**src/rtl/piso_tx.sv**
```systemverilog
// Parallel-in serial-out transmitter: valid/ready word load, one bit per enabled clock, framing strobes.
// Optional even-parity trailer bit when PISO_TX_PARITY_EN is defined.
module piso_tx #(
  parameter int WIDTH     = 8,
  parameter bit MSB_FIRST = 1'b1
) (
  input  logic             clk,
  input  logic             rst_n,
  input  logic             bit_en,
  input  logic             load_valid,
  input  logic [WIDTH-1:0] load_data,
  output logic             load_ready,
  output logic             ser_out,
  output logic             ser_valid,
  output logic             frame_start,
  output logic             done,
  output logic             busy
);

  localparam int CNT_W = $clog2(WIDTH + 1);
`ifdef PISO_TX_PARITY_EN
  localparam int LAST_CNT = WIDTH;
`else
  localparam int LAST_CNT = WIDTH - 1;
`endif

  typedef enum logic [1:0] {IDLE, SHIFT, DONE} state_t;

  state_t             state_q, state_d;
  logic [WIDTH-1:0]   shreg_q, shreg_d;
  logic [CNT_W-1:0]   cnt_q, cnt_d;
  logic               ser_out_q, ser_out_d;
  logic               ser_valid_q, ser_valid_d;
  logic               frame_start_q, frame_start_d;
  logic               done_q, done_d;
  logic               busy_q, busy_d;
  logic               load_ready_q, load_ready_d;
`ifdef PISO_TX_PARITY_EN
  logic               par_q, par_d;
`endif

  // NOTE: state registers use non-blocking assignments so every flop samples pre-edge values.
  always_ff @(posedge clk or negedge rst_n) begin
    if (!rst_n) begin
      state_q       <= IDLE;
      shreg_q       <= '0;
      cnt_q         <= '0;
      ser_out_q     <= 1'b0;
      ser_valid_q   <= 1'b0;
      frame_start_q <= 1'b0;
      done_q        <= 1'b0;
      busy_q        <= 1'b0;
      load_ready_q  <= 1'b1;
`ifdef PISO_TX_PARITY_EN
      par_q         <= 1'b0;
`endif
    end else begin
      state_q       <= state_d;
      shreg_q       <= shreg_d;
      cnt_q         <= cnt_d;
      ser_out_q     <= ser_out_d;
      ser_valid_q   <= ser_valid_d;
      frame_start_q <= frame_start_d;
      done_q        <= done_d;
      busy_q        <= busy_d;
      load_ready_q  <= load_ready_d;
`ifdef PISO_TX_PARITY_EN
      par_q         <= par_d;
`endif
    end
  end

  // NOTE: every next-state value defaults to "hold" first, so no path through the case infers a latch.
  always_comb begin
    state_d       = state_q;
    shreg_d       = shreg_q;
    cnt_d         = cnt_q;
    ser_out_d     = ser_out_q;
    ser_valid_d   = ser_valid_q;
    frame_start_d = frame_start_q;
    done_d        = done_q;
    busy_d        = busy_q;
    load_ready_d  = load_ready_q;
`ifdef PISO_TX_PARITY_EN
    par_d         = par_q;
`endif

    unique case (state_q)
      IDLE: begin
        // bit_en is deliberately ignored here so the first bit always gets a full cycle.
        if (load_valid && load_ready_q) begin
          state_d       = SHIFT;
          shreg_d       = load_data;
          cnt_d         = '0;
          ser_out_d     = MSB_FIRST ? load_data[WIDTH-1] : load_data[0];
          ser_valid_d   = 1'b1;
          frame_start_d = 1'b1;
          load_ready_d  = 1'b0;
          busy_d        = 1'b1;
`ifdef PISO_TX_PARITY_EN
          par_d         = ^load_data;
`endif
        end
      end

      SHIFT: begin
        if (bit_en) begin
          frame_start_d = 1'b0;
          if (cnt_q == CNT_W'(LAST_CNT)) begin
            state_d     = DONE;
            ser_valid_d = 1'b0;
            ser_out_d   = 1'b0;
            done_d      = 1'b1;
          end
`ifdef PISO_TX_PARITY_EN
          else if (cnt_q == CNT_W'(WIDTH - 1)) begin
            ser_out_d = par_q;
            cnt_d     = cnt_q + CNT_W'(1);
          end
`endif
          else begin
            // The register keeps the bit on the line in its end position; the next one sits beside it.
            if (MSB_FIRST) begin
              ser_out_d = shreg_q[WIDTH-2];
              shreg_d   = shreg_q << 1;
            end else begin
              ser_out_d = shreg_q[1];
              shreg_d   = shreg_q >> 1;
            end
            cnt_d = cnt_q + CNT_W'(1);
          end
        end
      end

      DONE: begin
        state_d      = IDLE;
        cnt_d        = '0;
        done_d       = 1'b0;
        busy_d       = 1'b0;
        load_ready_d = 1'b1;
      end

      default: begin
        state_d = IDLE;
      end
    endcase
  end

  assign load_ready  = load_ready_q;
  assign ser_out     = ser_out_q;
  assign ser_valid   = ser_valid_q;
  assign frame_start = frame_start_q;
  assign done        = done_q;
  assign busy        = busy_q;

endmodule

```
**config.mk**
```make
export PLATFORM = sky130hd
export DESIGN_NAME = piso_tx
export DESIGN_NICKNAME = d
export VERILOG_FILES = /design/src/rtl/piso_tx.sv
export SDC_FILE = /design/constraint.sdc
export NUM_CORES = 1
export LEC_CHECK = 0
export BUFFER_PORTS_ARGS = -buffer_cell sky130_fd_sc_hd__buf_2
export CORE_MARGIN = 4
export CORE_UTILIZATION = 45
export CTS_CLUSTER_SIZE = 8
export DETAILED_ROUTE_END_ITERATION = 6
export HOLD_SLACK_MARGIN = 0.08
export PLACE_DENSITY_LB_ADDON = 0.08
export SLEW_MARGIN = 20
export SYNTH_ARGS = -nofsm -noshare
export SYNTH_HDL_FRONTEND = slang
export SYNTH_SLANG_ARGS = --single-unit
```
**constraint.sdc**
```tcl
create_clock -name clk -period 2.45 [get_ports clk]
set_input_delay 0.1225 -clock clk [delete_from_list [all_inputs] [get_ports clk]]
set_output_delay 0.1225 -clock clk [all_outputs]
set_load 0.05 [all_outputs]
```
==> reports/metrics.yaml, run 1 <==
outcome:
  run_status: "complete, no violations"
pwr:
  p_leak_nw: 0.562
  p_per_area_mw_per_mm2: 1090
  irDropWorstVdd_mv: 0.558
yosys:
  synth-async-reset-ratio_pct: 100
  avgSynthCellArea_um2: 11.6
  synth_edf_count: 0
  synth_nets: 102
  yosysWarnings: 0
  netlist_instances: 89
  ys_ff_latch: 19
  post_synth_num_cell_types: 32
  synth-main-ff-cell: "dfrtp_1"
  yosysSeqAreaShare_pct: 46.4
  syn_area_mm2: 0.00103
critical_path:
  cp.required_ns: 2.64
  worstPathBufferInverterCount: 0
  critPathKind: "reg -> reg"
  slowest_delay_ns: 0.67
  crit_chain: "nand2_1 -> a211oi_4 -> mux2_2"
  crit_arrival_ns: 2.07
  reg2reg_from: "state_q[0]"
  path_max_fanout: 19
  cp_slowest_cell: "dfrtp_1"
  crit_family: "flip-flops"
  r2r_cells: 3
  worstSetupStartpoint: "state_q[0]"
  end_kind: "flip-flop"
  cp.depth: 3
  setup.worst_path.start_class: "flip-flop"
worst_hold_path:
  hold_path_class: "in -> reg"
  worstHoldStart: "load_valid"
  min_delay_path_depth: 4
sta:
  rsz0062_at_grt: "no"
  hold_viol_final: 0
  setup-violations-final: 0
  tightest_slew_ns: 0.494
  final.setup_skew_ns: 0.00400
  finalMaxSlewViolations: 0
  period_minus_slack_ns: 1.89
  period_share_pct: 76.9
  finalSetupTns_ns: 0
  relSlewSlack_pct: 67.0
  max_freq_ghz: 0.530
place:
  gp_congestion: 0.783
  place_inst: 131
  post-dp-hpwl_um: 1390
  port-buffer-count: 17
global_route:
  grt-busiest-layer: "met2"
  grtUsageMet3_pct: 3.71
  gr-total-overflow: 0
  grt.met1_usage_pct: 18.9
  use_met2_pct: 22.5
  grt_max_degree: 20
  antenna_found_initial: 0
  grt_pass1_wl_um: 3530
  grtUsageTotal_pct: 14.3
  grt_pass1_vias: 775
run:
  max-cap-violations: 0
cells_and_area:
  fin_cells: 137
  seq_area_um2: 477
  fin_nets: 123
  multi_input_area_um2: 520
  antennaDiodeCount: 0
  nFillCells: 209
  drive_above_1_share_pct: 34.9
  syn_to_final_growth_pct: 14.6
floorplan:
  ioPinCount: 18
  die_w_um: 55.8
  die_y_um: 55.8
  row_count: 17
  core-area_mm2: 0.00219
  start_util_pct: 46.9
  dieArea_mm2: 0.00311
drt:
  routed_wl_um: 1920
  drc: 0
  drtIter0Drc: 9
  vias_per_cell: 5.53
  wl_per_cell_um: 14.0
  via_count: 757
  final_antenna_net_count: 0
  dr.pass1.iters: 4
clock_tree:
  htreeDepth: 1
  post_cts_resized: 0
  clkSlewWorstSetupHoldPaths_ns: 0.11
  cts_buffers: 3
  clkSinkCount: 19
  cts_tree: "done"
  worstSkewPairLatency_ns: 0.29
  clockBufferDepth: 2
  root_buffer: "clkbuf_4"
==> cell type report <==
cell class | instances | share of cell area (%)
Tap cell | 28 | 2.97
Timing Repair Buffer | 20 | 9.55
Inverter | 2 | 0.637
Clock buffer | 4 | 2.23
Multi-Input combinational cell | 64 | 44.2
Sequential cell | 19 | 40.4
==> tightest hold or removal path: cells and delay by family <==
family	cells	cell delay [ns]
simple gates	1	0.06
compound gates	1	0.07
buf+inv	2	0.18
==> path summary, 6_finish.rpt <==
path	to	slack [ns]
max reg2reg	shreg_q[2]	0.56
min in group asynchronous	cnt_q[2]	0.28
min	load_ready	0.17
max in group asynchronous	load_ready	1.83
min reg2reg	done	0.48
max	shreg_q[2]	0.56
==> registers in the layout (all words and copies together), names as in the netlist <==
signal       count
busy             1
cnt_q            4
done             1
frame_start      1
load_ready       1
ser_out          1
ser_valid        1
shreg_q          7
state_q          2
==> placed cells by master, fill, tap and decap left out, drive strengths merged, types with 3 or more instances in the layout <==
| master | netlist | final |
|---|---|---|
| dfrtp | 18 | 18 |
| buf | 2 | 18 |
| mux2 | 13 | 13 |
| nand2 | 7 | 7 |
| nand2b | 5 | 5 |
| nand3b | 4 | 4 |
| clkbuf | 2 | 4 |
| nor2b | 3 | 3 |
| a21oi | 3 | 3 |
| o21ai | 3 | 3 |
| a2111oi | 3 | 3 |
| a21o | 3 | 3 |
==> cells in the mapped netlist (all sizes together), types with 2 or more instances <==
library cell   n  area (um2)
nand4b         2        17.5
nand2          7        26.3
mux2          13         146
nand3b         4        42.5
nand2b         5        31.3
a21oi          3        15.0
a2111oi        3        26.3
nor2b          3        18.8
a21o           3        22.5
clkbuf         2        7.51
dfrtp         18         450
a311o          2        20.0
o21ai          3        15.0
nand3          2        10.0
inv            2        7.51
buf            2        16.3
and3           2        12.5
==> where the power goes <==
| part | internal [mW] | leakage, nW | switching [mW] | total [mW] |
|---|---|---|---|---|
| combinational | 0.287 | 0.320 | 0.270 | 0.557 |
| clock | 0.0633 | 0.0150 | 0.0976 | 0.161 |
| sequential | 0.439 | 0.227 | 0.124 | 0.563 |
| total | 0.790 | 0.562 | 0.492 | 1.28 |
==> cells by family (layout without fill, tap and decap cells) <==
family,count (synthesis),count (layout),share of synthesized area [%]
fa+ha+maj,1,1,1.22
buf+inv,6,26,3.04
mux,14,14,15.2
simple gates,31,31,20.1
compound gates,18,18,14.1
flops,19,19,46.4
==> layer usage <==
| layer | vias up | share of wire (%) |
|---|---|---|
| met2 | 15 | 49 |
| met1 | 367 | 44 |
| met5 | - | 0 |
| met3 | 2 | 5.3 |
| met4 | 0 | 0.83 |
| li1 | 373 | - |
==> repair_timing <==
action / in CTS / in global routing
hold buffers: 2 / 0
buffers inserted: 0 / 0
hold endpoints to repair: 19 / 0
setup endpoints to repair: 0 / 0
==> per-stage QoR <==
stage	hold slack, ns	setup WS (ns)	util [%]	power, mW	cell area [um2]
2_1_floorplan	-0.173	0.714	-	1.02	1030
3_3_place_gp	0.0815	0.618	51.7	1.12	1130
3_5_place_dp	0.0929	0.594	51.7	1.13	1130
4_1_cts	0.159	0.564	53.8	1.30	1180
5_1_grt	0.168	0.353	53.8	1.39	1180
6_report	0.169	0.565	53.8	1.28	1180
Note: power is estimated with default switching activity, not from simulation.
==> run 2: changes to the inputs <==
--- a/config.mk
+++ b/config.mk
@@ -5,6 +5,7 @@
 export SDC_FILE = /design/constraint.sdc
 export NUM_CORES = 1
 export LEC_CHECK = 0
+export ABC_AREA = 1
 export BUFFER_PORTS_ARGS = -buffer_cell sky130_fd_sc_hd__buf_2
 export CORE_MARGIN = 4
 export CORE_UTILIZATION = 45
==> constraint.sdc (replaced) <==
create_clock -name clk -period 1.9 [get_ports clk]
set_input_delay 0.095 -clock clk [delete_from_list [all_inputs] [get_ports clk]]
set_output_delay 0.095 -clock clk [all_outputs]
set_load 0.05 [all_outputs]
==> reports/metrics.yaml, run 2 <==
yosys:
  synth_commonest_cells: "52 x nand2_1, 18 x dfrtp_1, 14 x inv_1"  # was 18 x dfrtp_1, 13 x mux2_2, 7 x nand2_1
  yosysWarnings: 0  # unchanged
  synthTopCellsByArea: "dfrtp_1 44%, nand2_1 19%, o21bai_1 5.9%"  # was dfrtp_1 44%, mux2_2 14%, nand2b_1 3.0%
  netlist_instances: 136  # was 89
  synth_most_common_cell: "nand2_1"  # was dfrtp_1
  synth-async-reset-ratio_pct: 100  # unchanged
  netlist.area_leader.share_pct: 44.0  # was 43.8%
  synth_edf_count: 0  # unchanged
  synth-main-ff-cell: "dfrtp_1"  # unchanged
  post_synth_num_cell_types: 18  # was 32
  synth_nets: 149  # was 102
  avgSynthCellArea_um2: 7.53  # was 11.6 um2
  yosysSeqAreaShare_pct: 46.6  # was 46.4%
  yosys.area.top_type: "dfrtp_1"  # unchanged
  syn_area_mm2: 0.00102  # was 0.00103 mm2
  ys_ff_latch: 19  # unchanged
drt:
  met1Wirelength_um: 970  # was 851 um
  vias_per_cell: 4.65  # was 5.53
  final_antenna_net_count: 0  # unchanged
  routed_wl_um: 2000  # was 1920 um
  via_count: 865  # was 757
  maxUsedRoutingLayer: "met4"  # unchanged
  drc: 0  # unchanged
  wl_met3_um: 77  # was 102 um
  met2_length_um: 909  # was 951 um
  wl_per_cell_um: 10.7  # was 14.0 um
  drtIter0Drc: 12  # was 9
  dr.pass1.iters: 4  # unchanged
cells_and_area:
  final_cell_mix: "52 x nand2_1, 18 x dfrtp_1, 17 x buf_2"  # was 18 x dfrtp_1, 17 x buf_2, 13 x mux2_2
  largest_reg_flops: 7  # unchanged
  fin_nets: 172  # was 123
  antennaDiodeCount: 0  # unchanged
  design_area_mm2: 0.00118  # about the same
  syn_to_final_growth_pct: 15.0  # was 14.6%
  post-route-util_pct: 53.7  # was 53.8%
  top_register: "shreg_q"  # unchanged
  layout_commonest_cell: "nand2_1"  # was dfrtp_1
  drive_above_1_share_pct: 19.6  # was 34.9%
  reg.largest.list: "shreg_q: 7 flops, cnt_q: 4 flops, state_q: 2 flops"  # unchanged
  fin_cells: 186  # was 137
critical_path:
  reg2reg_from: "cnt_q[0]"  # was state_q[0]
  setup.worst_path.start_class: "flip-flop"  # unchanged
  end_kind: "flip-flop"  # unchanged
  cp.required_ns: 2.08  # was 2.64 ns
  cpMostUsedCell: "nand2_1"
  crit_chain: "ha_1 -> nand2_1 -> nor2_1 -> nand2_1 -> nand2_1 -> o21bai_1 -> nand2_1"  # was nand2_1 -> a211oi_4 -> mux2_2
  r2r_cells: 7  # was 3
  critPathKind: "reg -> reg"  # unchanged
  reg2reg_to: "shreg_q[5]"  # was shreg_q[2]
  path_max_fanout: 7  # was 19
  slowest_delay_ns: 0.43  # was 0.67 ns
  cp.depth: 7  # was 3
  worstPathBufferInverterCount: 0  # unchanged
  cp_slowest_cell: "dfrtp_1"  # unchanged
  ff2ff_setup_slack_ns: 0.49  # was 0.56 ns
  crit_arrival_ns: 1.60  # was 2.07 ns
  crit_family: "simple AND/OR/NAND/NOR gates"  # was flip-flops
worst_hold_path:
  hold_path_class: "in -> reg"  # unchanged
  worstHoldStart: "load_data[7]"  # was load_valid
  min_delay_path_depth: 5  # was 4
  hold_end: "ser_out"  # was load_ready
sta:
  final.setup_skew_ns: 0.00139  # was 0.00400 ns
  finalSetupTns_ns: 0  # unchanged
  finalMaxSlewViolations: 0  # unchanged
  rsz0062_at_grt: "no"  # unchanged
  relSlewSlack_pct: 72.3  # was 67.0%
  hold_viol_final: 0  # unchanged
  setup_ws_ns: 0.489  # was 0.565 ns
  period_share_pct: 74.3  # was 76.9%
  period_minus_slack_ns: 1.41  # was 1.89 ns
  max_freq_ghz: 0.709  # was 0.530 GHz
  setup-violations-final: 0  # unchanged
  tightest_slew_ns: 0.416  # was 0.494 ns
  whs_ns: 0.118  # was 0.169 ns
run:
  max-cap-violations: 0  # unchanged
clock_tree:
  clkSlewWorstSetupHoldPaths_ns: 0.10  # was 0.11 ns
  post_cts_resized: 0  # unchanged
  cts_buffers: 3  # unchanged
  clockBufferDepth: 2  # unchanged
  clkSinkCount: 19  # unchanged
  cts_tree: "done"  # unchanged
  root_buffer: "clkbuf_4"  # unchanged
  worstSkewPairLatency_ns: 0.29  # about the same
  htreeDepth: 1  # unchanged
pwr:
  power_frac_comb_pct: 45.7  # was 43.5%
  p_per_area_mw_per_mm2: 1260  # was 1090 mW/mm2
  seqPwrFrac_pct: 40.9  # was 44.0%
  p_leak_nw: 0.683  # was 0.562 nW
  switching_share_pct: 44.2  # was 38.4%
  total_power_mw: 1.49  # was 1.28 mW
  pwr-share-clk_pct: 13.3  # was 12.6%
  irDropWorstVdd_mv: 0.818  # was 0.558 mV
  p_int_mw: 0.831  # was 0.790 mW
  power.switching_mw: 0.657  # was 0.492 mW
global_route:
  grt_pass1_wl_um: 3650  # was 3530 um
  gr-total-overflow: 0  # unchanged
  grtUsageTotal_pct: 14.5  # was 14.3%
  grt_pass1_vias: 848  # was 775
  grt_max_degree: 20  # unchanged
  antenna_found_initial: 0  # unchanged
outcome:
  run_status: "complete, no violations"  # unchanged
place:
  dpl_cell_area_mm2: 0.00112  # was 0.00113 mm2
  gp_congestion: 0.768  # was 0.783
  port-buffer-count: 17  # unchanged
  post-dp-hpwl_um: 1540  # was 1390 um
  place_inst: 179  # was 131
  place_ws_ns: 0.504  # was 0.594 ns
floorplan:
  start_util_pct: 46.7  # was 46.9%
  dieArea_mm2: 0.00310  # was 0.00311 mm2
  die_w_um: 55.7  # was 55.8 um
  ioPinCount: 18  # unchanged
  row_count: 17  # unchanged
  core-area_mm2: 0.00219  # unchanged
  die_y_um: 55.7  # was 55.8 um
==> run 2: cell count changes after synthesis, moves of 4 or more <==
| cell | delta |
|---|---|
| inv_1 | +12 |
| mux2_2 | -13 |
| nand2_1 | +45 |
| nand2b_1 | -5 |
| nand3_1 | +7 |
| nor2_1 | +9 |
| o21ai_0 | +4 |
| o21bai_1 | +8 |
==> run 2: area by class of cell <==
cell class,instances,area (um2)
clock buffers,4,26.3
fillers,219,1010
inverters,17,63.8
multi-input cells,98,460
flip-flops and latches,19,477
well taps,28,35.0
repair buffers,20,115
==> run 2: per-layer routing <==
| metal | vias up | global-route usage, % |
|---|---|---|
| li1 | 464 | - |
| met1 | 379 | 18.6 |
| met2 | 17 | 23.1 |
| met3 | 5 | 3.25 |
| met4 | 0 | 6.25 |
| met5 | - | 0 |
==> run 2: power groups by stage <==
stage          clock [mW]  sequential [mW]  combinational [mW]
2_1_floorplan           0            0.724               0.459
3_3_place_gp            0            0.613               0.677
3_5_place_dp            0            0.620               0.683
4_1_cts             0.212            0.612               0.691
5_1_grt             0.229            0.629               0.782
6_report            0.199            0.609               0.681
==> run 2: what timing repair did <==
item / in CTS / in global routing
hold endpoints to repair: 21 / 0
setup buffers: 0 / 0
hold buffers: 3 / 0
==> run 2: cells by family (layout without fill, tap and decap cells) <==
| family | Yosys count | after routing | share of synthesized area (%) |
|---|---|---|---|
| AO/OA/AOI/OAI | 17 | 17 | 10.3 |
| AND/OR/NAND/NOR | 80 | 80 | 33.5 |
| adder cells (fa/ha/maj) | 1 | 1 | 1.22 |
| flip-flops | 19 | 19 | 46.6 |
| buffers and inverters | 19 | 41 | 8.43 |
==> run 2: how the worst max path moves through the flow <==
stage | startpoint | end
after global placement | cnt_q[0] | shreg_q[0]
final | cnt_q[0] | shreg_q[5]
after CTS | cnt_q[0] | shreg_q[5]
after floorplan | load_ready | shreg_q[0]
after detailed placement | cnt_q[0] | shreg_q[5]
after global routing | cnt_q[0] | shreg_q[0]
==> run 2: tightest hold or removal path, stage by stage <==
cell     delay (ns)
buf_2          0.08
nand2_1        0.04
o21ai_0        0.07
nand2_1        0.05
nand2_1        0.05
